**config.mk**
```make
export PLATFORM = sky130hd
export DESIGN_NAME = pwm_fade_controller
export DESIGN_NICKNAME = d
export VERILOG_FILES = /design/src/rtl/pwm_fade_controller.sv
export SDC_FILE = /design/constraint.sdc
export NUM_CORES = 1
export LEC_CHECK = 0
export ABC_AREA = 0
export CORE_ASPECT_RATIO = 0.9
export CORE_UTILIZATION = 40
export DETAILED_ROUTE_END_ITERATION = 12
export PLACE_DENSITY = 0.67
export SLEW_MARGIN = 5
export SYNTH_ARGS = -nofsm -noshare
export SYNTH_HDL_FRONTEND = slang
export SYNTH_SLANG_ARGS = --single-unit
```
**constraint.sdc**
```tcl
create_clock -name clk_i -period 2.4 [get_ports clk_i]
set_input_delay 0.48 -clock clk_i [delete_from_list [all_inputs] [get_ports clk_i]]
set_output_delay 0.48 -clock clk_i [all_outputs]
set_load 0.02 [all_outputs]
```
**src/rtl/pwm_fade_controller.sv**
```systemverilog
// PWM register bank with an autonomous duty-cycle fade engine.
// Host writes always take priority over the engine's own duty updates.
module pwm_fade_controller #(
  parameter int unsigned TICK_DIV = 256
) (
  input  logic       clk_i,
  input  logic       rst_i,
  input  logic       wr_valid_i,
  input  logic [2:0] wr_addr_i,
  input  logic [7:0] wr_data_i,
  output logic [7:0] en_reg_out_7_0_o,
  output logic [7:0] en_reg_out_15_8_o,
  output logic [7:0] en_reg_pwm_7_0_o,
  output logic [7:0] en_reg_pwm_15_8_o,
  output logic [7:0] pwm_duty_cycle_o,
  output logic       fade_busy_o,
  output logic       fade_done_o
);

  localparam int unsigned PrescW = (TICK_DIV > 2) ? $clog2(TICK_DIV) : 1;
  localparam logic [PrescW-1:0] PrescMax = PrescW'(TICK_DIV - 1);

  typedef enum logic [1:0] {StIdle, StRampUp, StRampDown} state_e;

  state_e            state_q, state_d;
  logic [7:0]        out_lo_q, out_lo_d, out_hi_q, out_hi_d;
  logic [7:0]        pwm_lo_q, pwm_lo_d, pwm_hi_q, pwm_hi_d;
  logic [7:0]        duty_q, duty_d, step_q, step_d, period_q, period_d;
  logic              en_q, en_d, mode_q, mode_d, done_q, done_d;
  logic [PrescW-1:0] presc_q, presc_d;
  logic [7:0]        per_q, per_d;

  logic       presc_wrap, tick, wr_duty;
  logic [8:0] sum9;
  logic [7:0] duty_up, duty_dn;

  always_comb begin
    state_d  = state_q;
    out_lo_d = out_lo_q;
    out_hi_d = out_hi_q;
    pwm_lo_d = pwm_lo_q;
    pwm_hi_d = pwm_hi_q;
    duty_d   = duty_q;
    step_d   = step_q;
    period_d = period_q;
    en_d     = en_q;
    mode_d   = mode_q;
    done_d   = 1'b0;
    presc_d  = '0;
    per_d    = '0;

    presc_wrap = (presc_q == PrescMax);
    tick       = (state_q != StIdle) && en_q && presc_wrap && (per_q == period_q);
    wr_duty    = wr_valid_i && (wr_addr_i == 3'd4);
    sum9       = {1'b0, duty_q} + {1'b0, step_q};
    duty_up    = sum9[8] ? 8'hFF : sum9[7:0];
    duty_dn    = (duty_q > step_q) ? (duty_q - step_q) : 8'h00;

    // Period compare uses the live register; an overshoot wraps on the next prescale wrap.
    if (state_q != StIdle) begin
      presc_d = presc_wrap ? '0 : presc_q + PrescW'(1);
      per_d   = per_q;
      if (presc_wrap) begin
        per_d = (per_q >= period_q) ? 8'd0 : per_q + 8'd1;
      end
    end

    // A host duty write discards the coincident step and its end-condition check.
    if (tick && !wr_duty) begin
      unique case (state_q)
        StRampUp: begin
          duty_d = duty_up;
          if (duty_up == 8'hFF) begin
            if (!mode_q) begin
              state_d = StIdle;
              en_d    = 1'b0;
              done_d  = 1'b1;
            end else begin
              state_d = StRampDown;
            end
          end
        end
        StRampDown: begin
          duty_d = duty_dn;
          if (duty_dn == 8'h00) state_d = StRampUp;
        end
        default: ;
      endcase
    end

    if (wr_valid_i) begin
      unique case (wr_addr_i)
        3'd0: out_lo_d = wr_data_i;
        3'd1: out_hi_d = wr_data_i;
        3'd2: pwm_lo_d = wr_data_i;
        3'd3: pwm_hi_d = wr_data_i;
        3'd4: duty_d   = wr_data_i;
        3'd5: begin
          if (state_q == StIdle) begin
            en_d   = wr_data_i[0];
            mode_d = wr_data_i[1];
            if (wr_data_i[0]) begin
              state_d = StRampUp;
              presc_d = '0;
              per_d   = '0;
            end
          end else if (wr_data_i[0]) begin
            mode_d = wr_data_i[1];
          end else begin
            // Stop: hold the pre-edge duty and suppress any completion pulse.
            en_d    = 1'b0;
            state_d = StIdle;
            duty_d  = duty_q;
            done_d  = 1'b0;
            presc_d = '0;
            per_d   = '0;
          end
        end
        3'd6: step_d   = wr_data_i;
        3'd7: period_d = wr_data_i;
        default: ;
      endcase
    end
  end

  always_ff @(posedge clk_i) begin
    if (rst_i) begin
      state_q  <= StIdle;
      out_lo_q <= 8'h00;
      out_hi_q <= 8'h00;
      pwm_lo_q <= 8'h00;
      pwm_hi_q <= 8'h00;
      duty_q   <= 8'h00;
      step_q   <= 8'h00;
      period_q <= 8'h00;
      en_q     <= 1'b0;
      mode_q   <= 1'b0;
      done_q   <= 1'b0;
      presc_q  <= '0;
      per_q    <= 8'h00;
    end else begin
      state_q  <= state_d;
      out_lo_q <= out_lo_d;
      out_hi_q <= out_hi_d;
      pwm_lo_q <= pwm_lo_d;
      pwm_hi_q <= pwm_hi_d;
      duty_q   <= duty_d;
      step_q   <= step_d;
      period_q <= period_d;
      en_q     <= en_d;
      mode_q   <= mode_d;
      done_q   <= done_d;
      presc_q  <= presc_d;
      per_q    <= per_d;
    end
  end

  assign en_reg_out_7_0_o  = out_lo_q;
  assign en_reg_out_15_8_o = out_hi_q;
  assign en_reg_pwm_7_0_o  = pwm_lo_q;
  assign en_reg_pwm_15_8_o = pwm_hi_q;
  assign pwm_duty_cycle_o  = duty_q;
  assign fade_busy_o       = (state_q != StIdle);
  assign fade_done_o       = done_q;

endmodule

```
Word level (Yosys, flattened, before mapping)
Index checks and enable logic that the tools add are counted.
Operators by class
  add/sub/neg operators: 4
  $mul: 0
  div/mod/pow operators: 0
  $lt $le $gt $ge: 2
  equality and inequality tests: 13
  shift-type cells: 0
  mux-type cells: 51
  bitwise logic cells: 0
  reductions and logical operators: 18
Operators with widths (number)
  two-way mux 8 bit: 21
  one-hot mux 8 bit (2 select lines): 2
  two-way mux 1 bit: 18
  two-way mux 2 bit: 9
  adder 8 x 1 -> 8 bit (second input constant): 2
  equality test 8 bit (second input constant): 2
  equality test 3 bit (second input constant): 4
  AND reduction 2 bit: 6
  adder 8 x 8 -> 9 bit: 1
  equality test 8 bit: 1
  greater-or-equal comparator 8 bit: 1
  > comparator 8 bit: 1
  logical NOT 8 bit: 1
  subtractor 8 bit: 1
  equality test 3 x 2 -> 1 bit (second input constant): 2
  logical AND 1 bit: 5
  inequality test 4 bit (second input constant): 1
  one-hot mux 2 bit (2 select lines): 1
  nonzero test 2 bit: 2
  equality test 3 x 1 -> 1 bit (second input constant): 1
  logical NOT 3 bit: 1
  AND reduction 3 bit: 1
  equality test 2 x 1 -> 1 bit (second input constant): 1
  equality test 2 bit (second input constant): 1
  2 further kinds: 2
Storage, ports and cells
  register bits: 77
  bits in latches: 0
  memory bits (writable): 0
  bits in read-only memories: 0
  input bits: 14
  output and inout bits: 42
  memories: 0

Longest topological paths before layout
Gate-level depths: netlist of the first run.
  depth in word-level cells: 10
  gate-level depth with buffers: 10
  gate-level depth less buffers: 10

Worst setup path after synthesis of the first run
OpenSTA, ideal clock, no wires.
  path type: register to register
  start point: reg duty_q[0], in the netlist pwm_duty_cycle_o[0]
  end point: reg state_q[0]
  arrival time: 2.277 ns
  required time: 2.269 ns
  slack: -0.007 ns
  stages on the path, launching flop included: 10
  path buffers: 0
  cells stage by stage: dfxtp_1 ha_1 fa_1 nand2b_4 a211oi_2 or4_1 o311ai_1 a31oi_4 a41oi_2 a21oi_2
On the way
  longest elaborated chain between the ends: 10
  elaborated cells on any way between the ends: 16
  those cells by class: 2 x add/sub; 1 x order compare; 1 x eq/ne; 11 x mux; 1 x reduce/logical
Ends and longest elaborated chain
  start, declared: line 28  | logic [7:0] duty_q, duty_d, step_q, step_d, period_q, period_d;
  start signal, assigned: line 147  | duty_q <= duty_d;
  adder 8 x 8 -> 9 bit (tied with other cells): line 55  | sum9 = {1'b0, duty_q} + {1'b0, step_q};
  two-way mux 8 bit (on tied branches): line 56, 57
  equality test 8 bit / logical NOT 8 bit (equally long branches): line 73, 85
  two-way mux 2 bit (on tied branches): line 73, 85
  one-hot mux 2 bit (2 select lines) *: line 70  | unique case (state_q)
  two-way mux 2 bit *: line 69  | if (tick && !wr_duty) begin
  two-way mux 2 bit (on tied branches): line 107, 102
  two-way mux 2 bit: line 99  | if (state_q == StIdle) begin
  two-way mux 2 bit: line 92  | unique case (wr_addr_i)
  two-way mux 2 bit *: line 91  | if (wr_valid_i) begin
  end signal, assigned: line 128  | state_q <= StIdle;
  end signal, assigned: line 142  | state_q <= state_d;
  end, declared: line 25  | state_e state_q, state_d;
Every way passes the cells marked *; elsewhere a longest branch is shown, timed or not.
A chain may end at the register's enable or synchronous reset.

Final worst setup path of the first run
  start point: reg duty_q[0], in the netlist pwm_duty_cycle_o[0]
  end point: reg duty_q[3], in the netlist pwm_duty_cycle_o[3]
On the way
  longest elaborated chain between the ends: 8
  elaborated cells on any way between the ends: 11
  those cells by class: 2 x add/sub; 1 x order compare; 8 x mux
Ends and longest elaborated chain
  subtractor 8 bit (tied with other cells): line 57  | duty_dn = (duty_q > step_q) ? (duty_q - step_q) : 8'h00;
  two-way mux 8 bit (on tied branches): line 57, 56
  one-hot mux 8 bit (2 select lines) *: line 70
  two-way mux 8 bit *: line 69
  two-way mux 8 bit: line 107  | end else if (wr_data_i[0]) begin
  two-way mux 8 bit: line 99
  one-hot mux 8 bit (2 select lines): line 92
  two-way mux 8 bit *: line 91
Every way passes the cells marked *; elsewhere a longest branch is shown, timed or not. The select of a mux whose other input is x is not followed.

==> run_results.csv, run 1 <==
group,metric,value,unit
global_routing,grt_usage,23.3,%
critical_path,reg2reg_setup_slack,0.05,ns
routing,wl,13.0,mm
min_path,hold_class,"flip-flop to flip-flop",
clock_tree,clk_path_buf_depth,2,
logic_synthesis,synth_nets,594,
critical_path,startpoint_type,"flip-flop",
timing,fin_crit_sh,98.0,%
logic_synthesis,ys_async_sr_fraction,0,%
die,fp.dieW,112,um
clock_tree,clkLatencyLatePin,0.34,ns
logic_synthesis,postSynthCellCount,549,
global_routing,grt_max_degree,58,
critical_path,path_class,"flip-flop to flip-flop",
routing,drt_iter0_drc,240,
clock_tree,clk_pin_slew,0.06,ns
layout,final_layout_size_suffix_gt1_share,22.1,%
critical_path,crit_arrival,2.59,ns
timing,setup_violations,0,
power_and_ir_drop,ir_drop,0.000433,V
timing,rsz0062_at_grt,"true",
timing,fin_crit,2.35,ns
critical_path,path_delay_family,"compound AO/OA/AOI/OAI gates",
die,dieHeight,101,um
clock_tree,hold_buffers,0,
timing,fin_skew,0.00936,ns
timing,slew_headroom,58.7,%
power_and_ir_drop,power_density,518,mW/mm^2
routing,vias,4299,
logic_synthesis,synth-adder-area-share,9.21,%
logic_synthesis,synth_edf_count,0,
logic_synthesis,synth_top_area_cell,"dfxtp_1",
placement,gp_congestion,0.926,
run,cap_violations,0,
logic_synthesis,synth-xor-area-share,4.17,%
clock_tree,cts_tree,"yes",
layout,regArea,0.00155,sq mm
global_routing,grt_pass1_wl,20.8,mm
routing,ant_nets,0,
routing,dr.pass1.iters,6,
logic_synthesis,synth_area_leaders,"dfxtp_1, nand2_1, ha_1",
critical_path,critPathMaxFanout,6,
clock_tree,clock-sinks,77,
logic_synthesis,synth_simple_gate_area_share,25.0,%
power_and_ir_drop,p_total,3110,uW
logic_synthesis,synth-compound-area-share,20.7,%
logic_synthesis,seq_area_frac_synth,35.2,%
timing,worst_pin_slew,0.619,ns
critical_path,path_common_cell,"o211ai_1",
clock_tree,htreeDepth,3,
critical_path,crit_chain,"inv_4 > ha_4 > fa_2 > nor2b_4 > o221ai_2 > a22oi_2 > nand2_2 > o211ai_1 > o211ai_1 > a311oi_1",
power_and_ir_drop,p_leak,0.00230,uW
layout,fill_cells,959,
status,status,"finished clean",
logic_synthesis,yosysWarnings,0,
critical_path,crit_required,2.64,ns
logic_synthesis,synth.area.mux_share,0.457,%
placement,dp_hpwl,9.60,mm
routing,wl_per_cell,16.4,um
clock_tree,cts_buffers,9,
global_routing,grt_pass1_vias,4173,
layout,antenna_cells,0,
layout,nets,704,
logic_synthesis,yosysTopAreaCellShare,35.2,%
global_routing,grt_overflow_total,0,
logic_synthesis,ys_seq_elements,77,
die,start_util,42.0,%
layout,final_core_util,57.7,%
timing,drv_slew,0,
critical_path,cp_num_buf_inv,1,
logic_synthesis,ys.flop_type,"dfxtp_1",
layout,area_growth,37.5,%
logic_synthesis,syn_area,0.00438,sq mm
logic_synthesis,ys_types,72,
routing,routed_via_density,5.42,
routing,drc_errors,0,
global_routing,antenna_found_initial,0,
clock_tree,cts-root-buf,"clkbuf_16",
logic_synthesis,synth_top_family_by_area,"simple AND/OR/NAND/NOR gates",
timing,clock.fmax,425,MHz
timing,hold_violations,0,
critical_path,slowest_delay,0.39,ns
die,core-area,0.0104,sq mm
placement,portBuffers,55,
layout,multi_input_area,0.00283,sq mm
die,num_rows,35,
critical_path,cp_slowest_cell,"dfxtp_4",
critical_path,end_kind,"flip-flop",
die,pin_count,56,
die,die_area,0.0114,sq mm
logic_synthesis,avgSynthCellArea,7.97,sq um
## layer usage
metal  vias to the layer above  wire length, um  share of wire, %  global-route usage, %
li1                       2120                -                 -                      -
met5                         -                0                 0                      0
met4                         0              198               1.5                   6.26
met1                      2016             5860                45                   29.4
met2                       145             5930                46                   39.5
met3                        18              990               7.6                   6.22
## worst reg2reg max path: stages (launching register included)
cell and delay, ns:
dfxtp_4 0.39, inv_4 0.04, ha_4 0.15, fa_2 0.37, nor2b_4 0.16, o221ai_2 0.10
a22oi_2 0.22, nand2_2 0.14, o211ai_1 0.26, o211ai_1 0.16, a311oi_1 0.27
## cells in the final DEF, fill, tap and decap left out, types with 6 or more instances in the layout
cell and n:
nand2_1 118, dfxtp_1 72, buf_4 65, a21oi_1 60
clkdlybuf4s50_1 54, nor2_1 37, inv_1 31, ha_1 21
nand3_1 10, o21ai_0 9, xor2_1 9, clkbuf_16 9
or2_2 8, nand4_1 8, xnor2_1 8, o211ai_1 7
nor3_1 6, ha_4 6
## path summary, 6_finish.rpt
path                                                         end                              from  cells after the start
worst max-delay path            pwm_duty_cycle_o[3]$_SDFFE_PP0P_  pwm_duty_cycle_o[0]$_SDFFE_PP0P_                     10
worst min register to register  en_reg_out_7_0_o[2]$_SDFFE_PP0P_  en_reg_out_7_0_o[2]$_SDFFE_PP0P_                      2
worst min-delay path            en_reg_out_7_0_o[2]$_SDFFE_PP0P_  en_reg_out_7_0_o[2]$_SDFFE_PP0P_                      2
worst max register to register  pwm_duty_cycle_o[3]$_SDFFE_PP0P_  pwm_duty_cycle_o[0]$_SDFFE_PP0P_                     10
## through the flow
step / area (sq um) / hold slack [ns] / TNS [ns] / cells / setup slack [ns]
after floorplan: 4380 / 0.430 / 0 / 549 / 0.0171
after global placement: 5450 / 0.443 / -0.367 / 772 / -0.154
after detailed placement: 5450 / 0.450 / -0.744 / 772 / -0.159
after CTS: 5800 / 0.458 / 0 / 789 / 0.00925
after global routing: 6020 / 0.483 / -0.0848 / 793 / -0.0350
final: 6020 / 0.453 / 0 / 793 / 0.0488
## logic make-up after synthesis
logic type / after synthesis
adders and majority gates: 31
buffers and inverters: 55
xor gates and xnor gates: 20
DFF: 77
muxes: 2
and+or+nand+nor: 230
AOI/OAI and AO/OA: 134
## what timing repair did
action                     in CTS  in global routing
setup buffers                   1                  4
cloned                          0                  0
resized for setup              10                 37
pin swaps                       7                 24
setup endpoints to repair      10                 12
## cell usage after synthesis (7+ instances only)
| master | count |
|---|---|
| a21oi_1 | 62 |
| clkbuf_1 | 17 |
| dfxtp_1 | 77 |
| ha_1 | 29 |
| inv_1 | 32 |
| nand2_1 | 118 |
| nand3_1 | 10 |
| nand4_1 | 8 |
| nor2_1 | 37 |
| nor2b_1 | 7 |
| o211ai_1 | 7 |
| o21ai_0 | 9 |
| o21ai_1 | 7 |
| or2_2 | 8 |
| xnor2_1 | 10 |
| xor2_1 | 9 |
## state kept, by name (all words and copies together) (netlist names)
| name | cells |
|---|---|
| en_reg_out_7_0_o | 8 |
| en_q | 1 |
| en_reg_pwm_7_0_o | 8 |
| per_q | 8 |
| state_q | 2 |
| fade_done_o | 1 |
| period_q | 8 |
| presc_q | 8 |
| mode_q | 1 |
| pwm_duty_cycle_o | 8 |
| step_q | 8 |
| en_reg_out_15_8_o | 8 |
| en_reg_pwm_15_8_o | 8 |
## cell type report
| type | instances | share of cell area, % |
|---|---|---|
| clock buffers | 9 | 3.74 |
| multi-input cells | 417 | 47.0 |
| repair buffers | 121 | 17.4 |
| well taps | 129 | 2.68 |
| clock inverters | 7 | 1.29 |
| flip-flops and latches | 77 | 25.8 |
| inverters | 33 | 2.18 |
## power by group
| group | internal (uW) | leakage [uW] | switching [uW] |
|---|---|---|---|
| combinational | 189 | 0.00152 | 215 |
| clock | 820 | 0.000153 | 576 |
| sequential | 1300 | 0.000625 | 16.2 |
Power figures use the tool's default switching activity.
==> inputs of run 2 (changes only) <==
- CORE_UTILIZATION: 40 -> 38
- PLACE_DENSITY: 0.67 -> 0.65
==> run_results.csv, run 2 (same netlist as run 1, synthesis figures left out) <==
group,metric,value,unit
timing,fin_crit,2.40,ns
power_and_ir_drop,power_density,518,mW/mm^2
routing,wl,12.8,mm
timing,drv_slew,0,
clock_tree,cts_tree,"yes",
critical_path,crit_arrival,2.62,ns
timing,hold_violations,0,
routing,wl_per_cell,15.9,um
timing,clock.fmax,417,MHz
layout,antenna_cells,0,
layout,mostFrequentLayoutCell,"nand2_1",
global_routing,grt_usage,22.2,%
layout,multi_input_area,0.00279,sq mm
global_routing,antenna_found_initial,0,
timing,worst_pin_slew,0.629,ns
critical_path,crit_required,2.62,ns
die,fp.dieW,115,um
timing,slew_headroom,58.0,%
clock_tree,cts_buffers,9,
die,pin_count,56,
clock_tree,clk_path_buf_depth,2,
die,die_area,0.0120,sq mm
timing,fin_skew,0.00482,ns
power_and_ir_drop,ir_drop,0.000389,V
run,cap_violations,0,
power_and_ir_drop,p_leak,0.00221,uW
routing,drc_errors,0,
critical_path,reg2reg_to,"state_q[1]$_SDFF_PP0_",
global_routing,grt_max_degree,58,
layout,stdcell_count,804,
critical_path,end_kind,"flip-flop",
die,dieHeight,104,um
die,start_util,39.7,%
timing,fin_crit_sh,100,%
layout,final_core_util,53.6,%
critical_path,critPathMaxFanout,5,
placement,dp_hpwl,9.35,mm
die,num_rows,36,
placement,portBuffers,55,
layout,final_layout_size_suffix_gt1_share,20.2,%
critical_path,rr_startpoint,"pwm_duty_cycle_o[0]$_SDFFE_PP0P_",
placement,placedCellCount,787,
critical_path,path_class,"flip-flop to flip-flop",
layout,nets,692,
placement,post_dp_cell_area,0.00542,sq mm
clock_tree,htreeDepth,3,
critical_path,reg2reg_setup_slack,0.0009,ns
routing,vias,4221,
clock_tree,clock-sinks,77,
global_routing,grt_overflow_total,0,
layout,regArea,0.00155,sq mm
layout,fill_cells,1031,
critical_path,crit_path_end,"state_q[1]$_SDFF_PP0_",
placement,gp_congestion,0.949,
die,core-area,0.0110,sq mm
global_routing,grt_pass1_vias,4125,
layout,area_growth,35.2,%
critical_path,startpoint_type,"flip-flop",
clock_tree,cts-root-buf,"clkbuf_16",
clock_tree,hold_buffers,0,
routing,ant_nets,0,
clock_tree,clkLatencyLatePin,0.34,ns
clock_tree,clk_pin_slew,0.06,ns
timing,setup_violations,0,
global_routing,grt_pass1_wl,20.8,mm
min_path,hold_class,"flip-flop to flip-flop",
routing,dr.pass1.iters,7,
layout,final_cell_mix,"nand2_1, dfxtp_1, a21oi_1, clkdlybuf4s50_1, buf_4",
critical_path,critPathLaunch,"pwm_duty_cycle_o[0]$_SDFFE_PP0P_",
routing,drt_iter0_drc,213,
layout,fin_area,0.00592,sq mm
critical_path,r2r_cells,9,
status,status,"finished clean",
routing,routed_via_density,5.25,
run 2: area by class of cell:
class / instances / area share [%]
clock buffer: 12 / 4.16
sequential: 77 / 26.2
clock inverter: 4 / 0.951
inverter: 33 / 2.18
tap: 152 / 3.21
timing repair buffer: 109 / 16.1
multi-input combinational: 417 / 47.2
run 2: metal layers:
layer | global-route usage, % | vias to the layer above | part of all wire (%)
met3 | 4.39 | 30 | 6.9
met1 | 30.6 | 1960 | 46
met5 | 0 | - | 0
met4 | 9.09 | 0 | 2.5
li1 | - | 2098 | -
met2 | 33.5 | 133 | 44
run 2: critical path, stage by stage (launching register included):
cell and delay (ns):
dfxtp_4 0.36, ha_4 0.18, fa_2 0.41, nand2b_4 0.10, a211oi_2 0.10, o311ai_2 0.39, o311ai_4 0.20, a31oi_4 0.30
a21oi_1 0.10, a21boi_1 0.13
run 2: power breakdown:
group	switching, uW	leakage (uW)	internal, uW
clock	532	0.000147	842
sequential	15.4	0.000625	1300
combinational	210	0.00144	168
run 2: worst min-delay path by stage:
stage,endpoint,cells after the start,from
after floorplan,presc_q[0]$_SDFF_PP0_,1,presc_q[0]$_SDFF_PP0_
after global placement,en_reg_pwm_15_8_o[7]$_SDFFE_PP0P_,2,en_reg_pwm_15_8_o[7]$_SDFFE_PP0P_
after detailed placement,en_reg_pwm_15_8_o[6]$_SDFFE_PP0P_,2,en_reg_pwm_15_8_o[6]$_SDFFE_PP0P_
after CTS,en_reg_pwm_15_8_o[6]$_SDFFE_PP0P_,2,en_reg_pwm_15_8_o[6]$_SDFFE_PP0P_
after global routing,en_reg_out_15_8_o[5]$_SDFFE_PP0P_,2,en_reg_out_15_8_o[5]$_SDFFE_PP0P_
final,en_reg_pwm_15_8_o[6]$_SDFFE_PP0P_,2,en_reg_pwm_15_8_o[6]$_SDFFE_PP0P_
run 2: stage by stage:
step / total power (uW) / hold WS [ns] / setup slack [ns] / TNS (ns)
floorplan: 1530 / 0.430 / 0.0171 / 0
global placement: 1680 / 0.443 / -0.0272 / -0.0272
detailed placement: 1690 / 0.450 / -0.0451 / -0.146
CTS: 3060 / 0.458 / -0.000224 / -0.000224
global route: 3180 / 0.475 / -0.0635 / -0.181
finish: 3070 / 0.454 / 0.000854 / 0
run 2: timing repair:
item / in CTS / in global routing
endpoints found under the setup margin: 7 / 11
pin swaps: 3 / 13
buffers inserted: 0 / 1
gates resized for setup: 6 / 38
